<file path="src/rtl/cmp_pkg.sv">
// Shared types for the bit-serial comparator sequencer.
// Result vectors are ordered {AeB, AsB, AiB}.
package cmp_pkg;

  typedef enum logic [1:0] {
    IDLE = 2'd0,
    RUN  = 2'd1,
    DONE = 2'd2
  } state_t;

  localparam int RES_AEB = 2;
  localparam int RES_ASB = 1;
  localparam int RES_AIB = 0;

  function automatic logic [2:0] res_pack(
    input logic gt,
    input logic lt
  );
    logic [2:0] r;
    r          = '0;
    r[RES_AEB] = ~(gt | lt);
    r[RES_ASB] = gt;
    r[RES_AIB] = lt;
    return r;
  endfunction

endpackage

</file>
<file path="src/rtl/cmp_bit_cell.sv">
// Combinational 1-bit magnitude comparator cell.
// AsB: a > b, AiB: a < b, AeB: a == b.
module cmp_bit_cell (
  input  logic a,
  input  logic b,
  output logic AeB,
  output logic AsB,
  output logic AiB
);

  assign AsB = a & ~b;
  assign AiB = ~a & b;
  assign AeB = ~(AsB | AiB);

endmodule

</file>
<file path="src/rtl/bit_serial_comparator_ctrl.sv">
// Sequencer driving one shared bit cell MSB first,
// latching a one-hot {AeB, AsB, AiB} result.
module bit_serial_comparator_ctrl
  import cmp_pkg::*;
#(
  parameter int WIDTH      = 8,
  parameter int EARLY_EXIT = 1
) (
  input  logic             clk,
  input  logic             rst,
  input  logic             start,
  input  logic [WIDTH-1:0] A,
  input  logic [WIDTH-1:0] B,
  output logic             busy,
  output logic             done,
  output logic             AeB,
  output logic             AsB,
  output logic             AiB
);

  localparam int IW =
    (WIDTH > 1) ? $clog2(WIDTH) : 1;
  localparam logic [IW-1:0] IDX_TOP =
    IW'(WIDTH - 1);

  state_t           r_state;
  state_t           w_next;
  logic [WIDTH-1:0] r_sa;
  logic [WIDTH-1:0] r_sb;
  logic [IW-1:0]    r_idx;
  logic             r_have;
  logic             r_gt;
  logic             r_lt;
  logic [2:0]       r_res;

  logic w_a;
  logic w_b;
  logic w_ceq;
  logic w_cgt;
  logic w_clt;
  logic w_accept;
  logic w_first;
  logic w_last;
  logic w_finish;
  logic w_gt_fin;
  logic w_lt_fin;

  assign w_a = r_sa[r_idx];
  assign w_b = r_sb[r_idx];

  cmp_bit_cell u_cell (
    .a   (w_a),
    .b   (w_b),
    .AeB (w_ceq),
    .AsB (w_cgt),
    .AiB (w_clt)
  );

  assign w_accept = start && (r_state != RUN);
  assign w_first  = (w_cgt | w_clt) & ~r_have;
  assign w_last   = (r_idx == '0);
  assign w_finish = w_last ||
    ((EARLY_EXIT != 0) && w_first);

  // Only the most significant difference counts.
  assign w_gt_fin = r_have ? r_gt : w_cgt;
  assign w_lt_fin = r_have ? r_lt : w_clt;

  always_ff @(posedge clk or posedge rst) begin
    if (rst) r_state <= IDLE;
    else     r_state <= w_next;
  end

  always_comb begin
    w_next = r_state;
    unique case (r_state)
      IDLE: if (start) w_next = RUN;
      RUN:  if (w_finish) w_next = DONE;
      DONE: w_next = start ? RUN : IDLE;
      default: w_next = IDLE;
    endcase
  end

  always_comb begin
    busy = (r_state == RUN);
    done = (r_state == DONE);
    AeB  = r_res[RES_AEB];
    AsB  = r_res[RES_ASB];
    AiB  = r_res[RES_AIB];
  end

  always_ff @(posedge clk or posedge rst) begin
    if (rst) begin
      r_sa   <= '0;
      r_sb   <= '0;
      r_idx  <= '0;
      r_have <= 1'b0;
      r_gt   <= 1'b0;
      r_lt   <= 1'b0;
      r_res  <= '0;
    end else if (w_accept) begin
      r_sa   <= A;
      r_sb   <= B;
      r_idx  <= IDX_TOP;
      r_have <= 1'b0;
      r_gt   <= 1'b0;
      r_lt   <= 1'b0;
      r_res  <= '0;
    end else if (r_state == RUN) begin
      if (w_first) begin
        r_have <= 1'b1;
        r_gt   <= w_cgt;
        r_lt   <= w_clt;
      end
      if (w_finish)
        r_res <= res_pack(w_gt_fin, w_lt_fin);
      else
        r_idx <= r_idx - 1'b1;
    end
  end

endmodule

</file>
<file path="config.mk">
export PLATFORM = sky130hd
export DESIGN_NAME = bit_serial_comparator_ctrl
export DESIGN_NICKNAME = d
export VERILOG_FILES = /design/src/rtl/cmp_pkg.sv /design/src/rtl/cmp_bit_cell.sv /design/src/rtl/bit_serial_comparator_ctrl.sv
export SDC_FILE = /design/constraint.sdc
export NUM_CORES = 1
export LEC_CHECK = 0
export ABC_AREA = 0
export BUFFER_PORTS_ARGS = -buffer_cell sky130_fd_sc_hd__clkbuf_2
export CORE_ASPECT_RATIO = 0.6
export CORE_UTILIZATION = 44
export CTS_CLUSTER_SIZE = 8
export DETAILED_ROUTE_END_ITERATION = 6
export PLACE_DENSITY = 0.71
export REMOVE_ABC_BUFFERS = 1
export SYNTH_ARGS = -nofsm -noshare
export SYNTH_HDL_FRONTEND = slang
export SYNTH_SLANG_ARGS = --single-unit
</file>
<file path="constraint.sdc">
create_clock -name clk -period 4 [get_ports clk]
set_input_delay 0.8 -clock clk [delete_from_list [all_inputs] [get_ports clk]]
set_output_delay 0.8 -clock clk [all_outputs]
set_load 0.02 [all_outputs]
</file>
**Word level (Yosys, flattened, before mapping)**

Index checks and enable logic that the tools add are counted.

- Memories kept: 0
- Output and inout port bits: 5
- Bits in writable memories: 0
- Latch bits: 0
- Register bits: 27
- Bits in read-only memories: 0

- Multipliers: 0
- Shift operators: 0
- Reduce and logical (&&, ||, !) cells: 11
- Divide/modulo/power cells: 0
- Magnitude comparators: 1
- Multiplexer cells: 25
- Add/subtract/negate cells: 1
- Bitwise logic cells: 9
- Eq/ne operators: 6

Operators with widths:

| cell | count |
|---|---|
| $mux 3 | 6 |
| $mux 1 | 14 |
| $reduce_and 2->1 | 4 |
| $bmux 1 s3 | 2 |
| $pmux 2 s3 | 1 |
| $reduce_bool 2->1 | 3 |
| $lt 3x4->1 const B | 1 |
| $mux 2 | 2 |
| $ne 2x1->1 const B | 2 |
| $ne 2x2->1 const B | 2 |
| $not 1->1 | 4 |
| $and 1x1->1 | 3 |
| $logic_not 3->1 | 1 |
| $sub 3x1->3 const B | 1 |
| $eq 2x1->1 const B | 1 |
| $eq 2x2->1 const B | 1 |
| $logic_not 2->1 | 1 |
| $or 1x1->1 | 2 |
| $logic_and 1x1->1 | 1 |
| $logic_or 1x1->1 | 1 |

**Logic depth before layout (Yosys ltp)**

Gate-level depths: netlist (run 1).

- Depth after elaboration: 10
- Mapped depth: 8

**By module**

Synthesis (run 1) repeated with hierarchy kept, for this count alone.

- Cell total of the unflattened synthesis: 101
- Area, all modules: 1310.0 um^2

Modules (own cells, without submodules):

| module | cells each | times used | area each (um^2) |
|---|---|---|---|
| bit_serial_comparator_ctrl | 97 | 1 | 1277.5 |
| cmp_bit_cell | 4 | 1 | 32.5 |

**Worst setup path before layout (run 1)**

OpenSTA, ideal clock, no wires.

- Path kind: flip-flop to flip-flop
- Start point: register r_idx[0]
- End point: register r_gt
- Buffers on the path: 1
- Setup time: 121 ps
- Cell stages (with the launch flop): 9
- Data arrival time: 2013 ps
- Setup slack: 1866 ps
- Data required time: 3879 ps
- Period minus slack after synthesis: 2134 ps
- Cells stage by stage: dfrtp_1 -> buf_2 -> mux4_2 -> nand2_1 -> and2_1 -> ha_1 -> nor4b_2 -> a21oi_1 -> a22o_1

- Cells in the longest elaborated chain, start to end: 8

Ends and longest elaborated chain:

| item | RTL line | RTL |
|---|---|---|
| start: declaration | bit_serial_comparator_ctrl.sv:30 | `logic [IW-1:0] r_idx;` |
| start signal: assignment | bit_serial_comparator_ctrl.sv:118 | `r_idx <= r_idx - 1'b1;` |
| $bmux 1 s3 (on tied branches) | bit_serial_comparator_ctrl.sv:49, bit_serial_comparator_ctrl.sv:48 |  |
| $mux 1 (on tied branches) | bit_serial_comparator_ctrl.sv:49, bit_serial_comparator_ctrl.sv:48 |  |
| $not 1->1 (on tied branches) | cmp_bit_cell.sv:11, cmp_bit_cell.sv:12 |  |
| $and 1x1->1 (on tied branches) | cmp_bit_cell.sv:11, cmp_bit_cell.sv:12 |  |
| $or 1x1->1 | n/a |  |
| $and 1x1->1 | bit_serial_comparator_ctrl.sv:60 | `assign w_first = (w_cgt \| w_clt) & ~r_have;` |
| $reduce_bool 2->1 (no line) | n/a |  |
| $reduce_and 2->1 (no line) | n/a |  |
| end signal: assignment | bit_serial_comparator_ctrl.sv:112 | `r_gt <= w_cgt;` |
| end: declaration | bit_serial_comparator_ctrl.sv:32 | `logic r_gt;` |

Parallel ways exist; a longest one is shown, timed or not. The select of a mux whose other input is x is not followed.
A chain may end at the register's enable or synchronous reset.

**Worst setup path after layout (run 1)**

- Start point: register r_idx[0]
- End point: register r_lt

- Cells in the longest elaborated chain, start to end: 8

Ends and longest elaborated chain:

| item | RTL line | RTL |
|---|---|---|
| $bmux 1 s3 (on tied branches) | bit_serial_comparator_ctrl.sv:49, bit_serial_comparator_ctrl.sv:48 |  |
| $mux 1 (on tied branches) | bit_serial_comparator_ctrl.sv:49, bit_serial_comparator_ctrl.sv:48 |  |
| $not 1->1 (on tied branches) | cmp_bit_cell.sv:11, cmp_bit_cell.sv:12 |  |
| $and 1x1->1 (on tied branches) | cmp_bit_cell.sv:11, cmp_bit_cell.sv:12 |  |
| $or 1x1->1 | n/a |  |
| $and 1x1->1 | bit_serial_comparator_ctrl.sv:60 |  |
| $reduce_bool 2->1 (no line) | n/a |  |
| $reduce_and 2->1 (no line) | n/a |  |
| end signal: assignment | bit_serial_comparator_ctrl.sv:113 | `r_lt <= w_clt;` |
| end: declaration | bit_serial_comparator_ctrl.sv:33 | `logic r_lt;` |

Parallel ways exist; a longest one is shown, timed or not. The select of a mux whose other input is x is not followed.

==> reports/results.ini, run 1 <==
[drt]
vias=838
routed-wl-met2_um=933
routed.top_layer=met4
drtAntennaViolNets=0
wl_per_cell_um=13.23
firstDrtPassIters=4
drc_errors=0
routed-wl-met3_um=112
initialDrtViolationCount=15
met1_length_mm=1.128
wirelength_mm=2.197
vias_per_cell=5.048

[timing]
rsz0062_at_grt=false
tns_ps=0
finalCriticalPeriod_ps=2360
finalSetupViolations=0
skew_ps=3.680
whs_ps=511.9
fmax_ghz=0.4237
max_slew_margin_pct=33.00
worst_pin_slew_ps=1004
hold_violations=0
fin_crit_sh_pct=59.00
final_max_slew_viol_count=0

[min_path]
worst_hold_path_type=reg -> reg

[logic_synthesis]
synth_enable_flop_cells=0
synth_top_area_share_pct=49.86
synth.largest_area_cell=dfrtp_1
synth-seq-area-share_pct=49.86
synthMostInstantiatedCell=dfrtp_1
ys_warn_count=0
netlist_area_um2=1355
synthTopCellsByArea=dfrtp_1 (50%), mux2_4 (10%), mux4_2 (6.6%)
yosys-top-cells-count=dfrtp_1 (27), mux2_4 (9), mux2i_1 (8), inv_1 (7), mux2_2 (7)
synth_cells=101
ys_seq_elements=27
synthFlopType=dfrtp_1
syn_area_per_cell_um2=13.42
async_flop_share_pct=100.0
synthDistinctLibCells=26

[setup_path]
r2r_slack_ps=1640
crit_fanout=7
critPathLaunchType=register
reg2reg_to=r_lt
path_cells=mux4_2, nand2_1, and2_1, ha_1, nor4b_2, a21oi_1, a22o_1
critPathLaunch=r_idx[0]
cp_slowest_cell=mux4_2
path_depth=7
r2r-start=r_idx[0]
crit_family=simple AND/OR/NAND/NOR gates
cp.required_ps=4160
slowest_delay_ps=560
rr_worst_depth=7
path_buf_inv=0
crit_arrival_ps=2520
critPathCapture=r_lt
end_kind=register
criticalPathCategory=reg -> reg

[clock_network]
postCtsHoldBufs=0
tritoncts=yes
cts_buffer_depth=2
h-tree-depth=1
numClockSinks=27
path_clk_slew_ps=90
clk_latency_ps=270
cts_resized=0
root_buffer=clkbuf_8
cts_setup_buffers=0
numCtsBuffers=3

[die]
die_w_um=73.65
num_rows=15
start_util_pct=46.88
die_h_um=44.99
coreArea_um2=2890
die_area_um2=3313
io_pins=24

[grt]
antenna_found_initial=0
grt_pass1_wl_mm=3.836
grt_overflow=0
grt_pass1_vias=813
track_usage_pct=16.17
grt_max_degree=28

[finish]
fin_util_pct=53.29
syn2layout_area_growth_pct=13.67
fin_nets=148
drive_gt1_share_pct=41.13
diodes=0

[placement]
hpwl_mm=1.746
io_buffer_count=23
place_congestion=0.7346

[run_status]
status=finished, final reports clean

[job]
maxCapViolations=0

[power]
vdd_ir_drop_max_mv=0.3004
p_total_mw=1.279
power_density_nw_per_um2=830.3
leakagePower_nw=0.7666

[flip-flops by register name (all words and copies together), names as in the netlist]
| name | count |
|---|---|
| r_have | 1 |
| r_lt | 1 |
| r_sa | 8 |
| r_idx | 3 |
| r_sb | 8 |
| r_state | 2 |
| r_res | 3 |
| r_gt | 1 |
[placed cells by master, fill, tap and decap left out, drive strengths merged]
cell,count
ha,4
a21oi,5
nand2,7
and2,2
clkinv,1
o21bai,1
o21ai,4
mux4,4
nor2,2
dfrtp,27
nor2b,2
a22o,2
inv,7
nor4b,1
clkbuf,26
mux2i,8
mux2,16
nor3,2
o21a,1
nor4,1
nand2b,1
[worst min-delay path by stage]
stage                     startpoint    endpoint  slack [ps]  depth (start not counted)
after CTS                    r_sb[4]     r_sb[4]         520                          1
after detailed placement     r_sa[2]     r_sa[2]         500                          1
after global placement       r_sb[6]     r_sb[6]         500                          1
after floorplan           r_state[0]  r_state[0]         460                          1
final                        r_sb[4]     r_sb[4]         510                          1
after global routing         r_sa[5]     r_sa[5]         530                          1
[final cells by class]
| cell class | count | area (um^2) |
|---|---|---|
| Clock inverter | 1 | 5.005 |
| Clock buffer | 3 | 41.29 |
| Multi-Input combinational cell | 63 | 624.3 |
| Tap cell | 42 | 52.55 |
| Fill cell | 279 | 1350 |
| Sequential cell | 27 | 675.6 |
| Timing Repair Buffer | 23 | 115.1 |
| Inverter | 7 | 26.28 |
[logic make-up (layout without fill, tap and decap cells)]
group | count (synthesis) | count (layout) | synth area share (%)
flip-flops | 27 | 27 | 49.86
adder cells (fa/ha/maj) | 4 | 4 | 3.694
AO/OA/AOI/OAI | 13 | 13 | 6.002
AND/OR/NAND/NOR | 18 | 18 | 8.033
buffers and inverters | 11 | 34 | 4.063
multiplexers | 28 | 28 | 28.35
[per-stage QoR]
stage / cells / setup slack, ps / area [um^2]
2_1_floorplan: 97 / 1845 / 1326
3_3_place_gp: 162 / 1769 / 1494
3_5_place_dp: 162 / 1636 / 1494
4_1_cts: 166 / 1612 / 1540
5_1_grt: 166 / 1456 / 1540
6_report: 166 / 1640 / 1540
[per-layer routing]
layer  GRT usage [%]  vias to the layer above
met4           5.769                        0
met1           22.97                      408
met2           23.30                       22
met3           5.357                        4
li1                -                      404
met5               0                        -
[power breakdown]
| group | leakage, nW | switching (mW) | internal (mW) |
|---|---|---|---|
| sequential | 0.323 | 0.102 | 0.405 |
| combinational | 0.418 | 0.287 | 0.336 |
| clock | 0.0255 | 0.0786 | 0.0697 |
| total | 0.767 | 0.468 | 0.811 |
No activity file was read; power rests on OpenSTA's default activity.
==> run 2, diff against run 1 <==
Clock period 4 ns to 2.2 ns, I/O delays scaled along.
==> run 2 against run 1 <==
Cell area grew 6.4%; sequential share of layout area shrank 2.6 points; register-to-register slack lost 1600 ps; wire length grew 21%; utilization grew 3.4 points; combinational power grew 140%; critical path depth is the same; cell count grew 1.8%; power grew 110%; clock power grew 84%.
==> reports/results.ini, run 2 (synthesis gave the netlist of run 1 again) <==
[finish]
fin_area_um2=1639  ; was 1540 um^2
final_cells=169  ; was 166
drive_gt1_share_pct=50.39  ; was 41.13%
fillCellCount=247  ; was 279
diodes=0  ; unchanged
top_regs=r_sa (8), r_sb (8)  ; unchanged
syn2layout_area_growth_pct=20.96  ; was 13.67%
final_common_cell=dfrtp_1  ; unchanged
layout_common_cells=dfrtp_1 (26), clkbuf_2 (23), mux2_4 (9)  ; was dfrtp_1 (27), clkbuf_2 (23), mux2_4 (9)
fin_nets=151  ; was 148

[grt]
grt_max_degree=28  ; unchanged
track_usage_pct=17.82  ; was 16.17%
grt_pass1_vias=825  ; was 813
grt_overflow=0  ; unchanged
grt_pass1_wl_mm=4.215  ; was 3.836 mm
antenna_found_initial=0  ; unchanged

[setup_path]
critPathLaunchType=register  ; unchanged
end_kind=register  ; unchanged
criticalPathCategory=reg -> reg  ; unchanged
path_cells=mux4_2, nand2_2, nand2_2, ha_4, nor2_4, nor4_4, mux2i_1  ; was mux4_2, nand2_1, and2_1, ha_1, nor4b_2, a21oi_1, a22o_1
critPathLaunch=r_idx[0]  ; unchanged
cp_common_cell=nand2_2
r2r_slack_ps=60  ; was 1640 ps
reg2reg_to=r_idx[2]  ; was r_lt
rr_worst_depth=7  ; unchanged
cp.required_ps=2390  ; was 4160 ps
cp_slowest_cell=mux4_2  ; unchanged
crit_arrival_ps=2330  ; was 2520 ps
slowest_delay_ps=540  ; was 560 ps
crit_fanout=5  ; was 7
r2r-start=r_idx[0]  ; unchanged

[power]
power_density_nw_per_um2=1665  ; was 830.3 nW/um^2
vdd_ir_drop_max_mv=0.5776  ; was 0.3004 mV
leakagePower_nw=0.7902  ; was 0.7666 nW

[drt]
drtAntennaViolNets=0  ; unchanged
vias=846  ; was 838
initialDrtViolationCount=74  ; was 15
wl_per_cell_um=15.67  ; was 13.23 um
firstDrtPassIters=4  ; unchanged
drc_errors=0  ; unchanged
wirelength_mm=2.648  ; was 2.197 mm
vias_per_cell=5.006  ; was 5.048

[timing]
fin_crit_sh_pct=97.40  ; was 59.00%
skew_ps=5.159  ; was 3.680 ps
tns_ps=0  ; unchanged
finalCriticalPeriod_ps=2143  ; was 2360 ps
finalSetupViolations=0  ; unchanged
rsz0062_at_grt=true  ; was false
max_slew_margin_pct=60.13  ; was 33.00%
postLayoutSetupSlackWorst_ps=57.12  ; was 1640 ps
worst_pin_slew_ps=596.8  ; was 1004 ps
fmax_ghz=0.4667  ; was 0.4237 GHz
final_max_slew_viol_count=0  ; unchanged
hold_violations=0  ; unchanged

[die]
num_rows=15  ; unchanged
io_pins=24  ; unchanged
coreArea_um2=2890  ; unchanged
start_util_pct=46.88  ; unchanged
die_h_um=44.99  ; unchanged
die_w_um=73.65  ; unchanged
die_area_um2=3313  ; unchanged

[placement]
place_congestion=0.8679  ; was 0.7346
io_buffer_count=23  ; unchanged
pre_cts_ws_ps=-93.77  ; was 1636 ps
placed_cells=165  ; was 162
placed_area_um2=1516  ; was 1494 um^2
hpwl_mm=1.907  ; was 1.746 mm

[clock_network]
root_buffer=clkbuf_8  ; unchanged
cts_buffer_depth=2  ; unchanged
numCtsBuffers=3  ; unchanged
numClockSinks=27  ; unchanged
clk_latency_ps=270  ; about the same
cts_setup_buffers=0  ; unchanged
postCtsHoldBufs=0  ; unchanged
path_clk_slew_ps=90  ; about the same
h-tree-depth=1  ; unchanged
tritoncts=yes  ; unchanged

[min_path]
worst_hold_path_type=in -> async  ; was reg -> reg

[run_status]
status=finished, final reports clean  ; unchanged

[job]
maxCapViolations=0  ; unchanged

==> run 2: worst max-delay path: cells and delay by family (launching register included) <==
kind	cells	cell delay, ps
mux	2	760
simple gates	4	550
flops	1	460
fa+ha+maj	1	300
==> run 2: metal layers <==
metal	up-vias	share of wire [%]	track usage (%)
met2	27	44	25.14
met3	2	4.4	5.357
li1	404	-	-
met5	-	0	0
met1	413	51	27.56
met4	0	0.30	2.308
==> run 2: through the flow <==
stage               power, mW  hold slack, ps  util (%)
global placement        2.090           495.0     52.47
floorplan               1.822           464.2         -
global route            2.902           227.4     56.71
finish                  2.728           195.1     56.71
detailed placement      2.143           496.6     52.47
CTS                     2.432           204.9     54.29
==> run 2: timing repair <==
| action | in CTS | in global routing |
|---|---|---|
| gates resized for setup | 2 | 14 |
| cloned | 0 | 0 |
| endpoints found under the setup margin | 9 | 9 |
| pin swaps | 1 | 5 |
| endpoints found under the hold margin | 0 | 0 |
==> run 2: final cells by class <==
cell class                      count  area, um^2  share of cell area, %
Clock buffer                        4       45.04                  2.748
Inverter                            7       26.28                  1.603
Multi-Input combinational cell     63       700.7                  42.75
Sequential cell                    27       676.9                  41.30
Tap cell                           42       52.55                  3.206
Timing Repair Buffer               26       137.6                  8.397
==> run 2: how the worst max path moves through the flow <==
stage               endpoint  cells past startpoint
floorplan               r_gt                      7
global placement        r_lt                      7
detailed placement  r_idx[2]                      7
CTS                 r_res[2]                      7
global route        r_idx[2]                      7
finish              r_idx[2]                      7
==> run 2: power breakdown <==
| group | total (mW) | switching (mW) | internal [mW] |
|---|---|---|---|
| combinational | 1.51 | 0.720 | 0.792 |
| sequential | 0.945 | 0.206 | 0.738 |
| clock | 0.272 | 0.143 | 0.129 |
==> run 3, diff against run 2 <==
--- a/config.mk
+++ b/config.mk
@@ -9,8 +9,8 @@
 export BUFFER_PORTS_ARGS = -buffer_cell sky130_fd_sc_hd__clkbuf_2
 export CORE_ASPECT_RATIO = 0.6
-export CORE_UTILIZATION = 44
+export CORE_UTILIZATION = 54
 export CTS_CLUSTER_SIZE = 8
 export DETAILED_ROUTE_END_ITERATION = 6
-export PLACE_DENSITY = 0.71
+export PLACE_DENSITY = 0.83
 export REMOVE_ABC_BUFFERS = 1
 export SYNTH_ARGS = -nofsm -noshare
==> constraint.sdc (replaced) <==
create_clock -name clk -period 2.2 [get_ports clk]
set_input_delay 0.44 -clock clk [delete_from_list [all_inputs] [get_ports clk]]
set_output_delay 0.44 -clock clk [all_outputs]
set_load 0.01 [all_outputs]
==> run 3 against run 2 <==
Sequential cell count stayed put; sequential power hardly changed; wire length is 0.15% higher; cell count is 6.5% lower; cell area is 1.8% lower; fmax hardly changed; via count is 2.1% higher; non-clock buffer count is 1 higher; power is 3.0% lower; sequential share of layout area is 0.77 points higher; first-iteration DRC count is 15% lower; critical path type unchanged.
==> reports/results.ini, run 3 (synthesis gave the netlist of run 1 again) <==
[setup_path]
crit_arrival_ps=2340  ; was 2330 ps
end_kind=register  ; unchanged
cp_common_cell=nand2_2  ; unchanged
slowest_delay_ps=560  ; was 540 ps
criticalPathCategory=reg -> reg  ; unchanged
path_cells=mux4_2, nand2_2, nand2_2, ha_4, nor2_4, nor3_2, mux2i_1  ; was mux4_2, nand2_2, nand2_2, ha_4, nor2_4, nor4_4, mux2i_1
cp.required_ps=2400  ; was 2390 ps
critPathLaunchType=register  ; unchanged
cp_slowest_cell=mux4_2  ; unchanged
crit_fanout=5  ; unchanged

[power]
leakagePower_nw=0.7920  ; was 0.7902 nW
power_density_nw_per_um2=1645  ; was 1665 nW/um^2
vdd_ir_drop_max_mv=0.8252  ; was 0.5776 mV

[timing]
fin_crit_sh_pct=97.39  ; was 97.40%
finalCriticalPeriod_ps=2143  ; about the same
rsz0062_at_grt=true  ; unchanged
tns_ps=0  ; unchanged
final_max_slew_viol_count=0  ; unchanged
whs_ps=190.6  ; was 195.1 ps
max_slew_margin_pct=70.02  ; was 60.13%
finalSetupViolations=0  ; unchanged
worst_pin_slew_ps=449.7  ; was 596.8 ps
hold_violations=0  ; unchanged
fmax_ghz=0.4667  ; about the same
skew_ps=5.256  ; was 5.159 ps

[clock_network]
root_buffer=clkbuf_8  ; unchanged
numCtsBuffers=3  ; unchanged
cts_buffer_depth=2  ; unchanged
tritoncts=yes  ; unchanged
path_clk_slew_ps=90  ; about the same
h-tree-depth=1  ; unchanged
postCtsHoldBufs=0  ; unchanged
numClockSinks=27  ; unchanged
clk_latency_ps=270  ; about the same

[drt]
wl_per_cell_um=16.78  ; was 15.67 um
firstDrtPassIters=4  ; unchanged
wirelength_mm=2.652  ; was 2.648 mm
vias=864  ; was 846
vias_per_cell=5.468  ; was 5.006
drc_errors=0  ; unchanged
initialDrtViolationCount=63  ; was 74
drtAntennaViolNets=0  ; unchanged

[finish]
syn2layout_area_growth_pct=18.74  ; was 20.96%
final_common_cell=dfrtp_1  ; unchanged
drive_gt1_share_pct=48.44  ; was 50.39%
diodes=0  ; unchanged
layout_common_cells=dfrtp_1 (26), clkbuf_2 (23), mux2_4 (9)  ; unchanged
fin_nets=152  ; was 151
top_regs=r_sa (8), r_sb (8)  ; unchanged

[placement]
hpwl_mm=1.904  ; was 1.907 mm
place_congestion=0.7937  ; was 0.8679
io_buffer_count=23  ; unchanged

[run_status]
status=finished, final reports clean  ; unchanged

[die]
io_pins=24  ; unchanged
die_area_um2=2720  ; was 3313 um^2
coreArea_um2=2261  ; was 2890 um^2
die_h_um=40.80  ; was 44.99 um
die_w_um=66.67  ; was 73.65 um
start_util_pct=59.93  ; was 46.88%
num_rows=13  ; was 15

[job]
maxCapViolations=0  ; unchanged

[grt]
track_usage_pct=21.56  ; was 17.82%
grt_overflow=0  ; unchanged
grt_max_degree=28  ; unchanged
grt_pass1_vias=825  ; unchanged
grt_pass1_wl_mm=3.891  ; was 4.215 mm
antenna_found_initial=0  ; unchanged

[min_path]
worst_hold_path_type=in -> async  ; unchanged

==> run 3: cell count changes in the layout (fill, tap and decap cells not counted) <==
cell,change
nand2_1,+2
nand2_2,-2
a21oi_1,+1
a21oi_2,-1
buf_4,+1
nor3_2,+1
nor3_4,-1
o21ai_2,+1
o21ai_4,-1
==> run 3: final cells by class <==
cell class / count / area [um^2]
Timing Repair Buffer: 27 / 145.1
Inverter: 7 / 26.28
Sequential cell: 27 / 676.9
Tap cell: 30 / 37.54
Clock buffer: 4 / 45.04
Fill cell: 159 / 651.9
Multi-Input combinational cell: 63 / 678.2
==> run 3: critical path: cells and delay by family, from the launching register on <==
family / cells / cell delay (ps)
simple gates: 4 / 490
fa+ha+maj: 1 / 300
flops: 1 / 460
mux: 2 / 810
==> run 3: repair_timing <==
item | 4_1_cts | 5_1_grt
gates cloned | 0 | 0
setup buffers | 0 | 1
pin swaps | 0 | 6
setup endpoints to repair | 9 | 9
resized for setup | 1 | 10
==> run 3: final timing paths <==
kind | startpoint | to | slack (ps) | cells after the start
setup / recovery | r_idx[0] | r_idx[1] | 60 | 7
max in group asynchronous | rst | r_idx[0] | 1740 | 3
setup reg to reg | r_idx[0] | r_idx[1] | 60 | 7
min in group clk | A[1] | r_sa[1] | 390 | 2
hold / removal | rst | r_sa[2] | 190 | 3
hold reg to reg | r_sa[5] | r_sa[5] | 510 | 1
==> run 3: stage by stage <==
stage	cells	utilization [%]	setup slack, ps	power (mW)	instance area, um^2
6_report	158	71.17	57.32	2.648	1609
5_1_grt	158	71.17	-59.73	2.807	1609
4_1_cts	157	68.46	5.286	2.400	1548
3_5_place_dp	153	66.41	-43.60	2.107	1501
3_3_place_gp	153	66.41	7.789	2.032	1501
2_1_floorplan	97	-	44.88	1.794	1326
==> run 3: power breakdown <==
group | switching [mW] | total [mW] | leakage (nW) | internal (mW)
clock | 0.150 | 0.280 | 0.0228 | 0.130
sequential | 0.206 | 0.945 | 0.322 | 0.738
combinational | 0.654 | 1.42 | 0.447 | 0.769
==> run 3: per-layer routing <==
metal  share of wire [%]  track usage [%]  up-vias
li1                    -                -      406
met1                  46            26.51      426
met2                  46            36.62       24
met3                 4.2            6.667        8
met4                 3.1            9.043        0
met5                   0                0        -
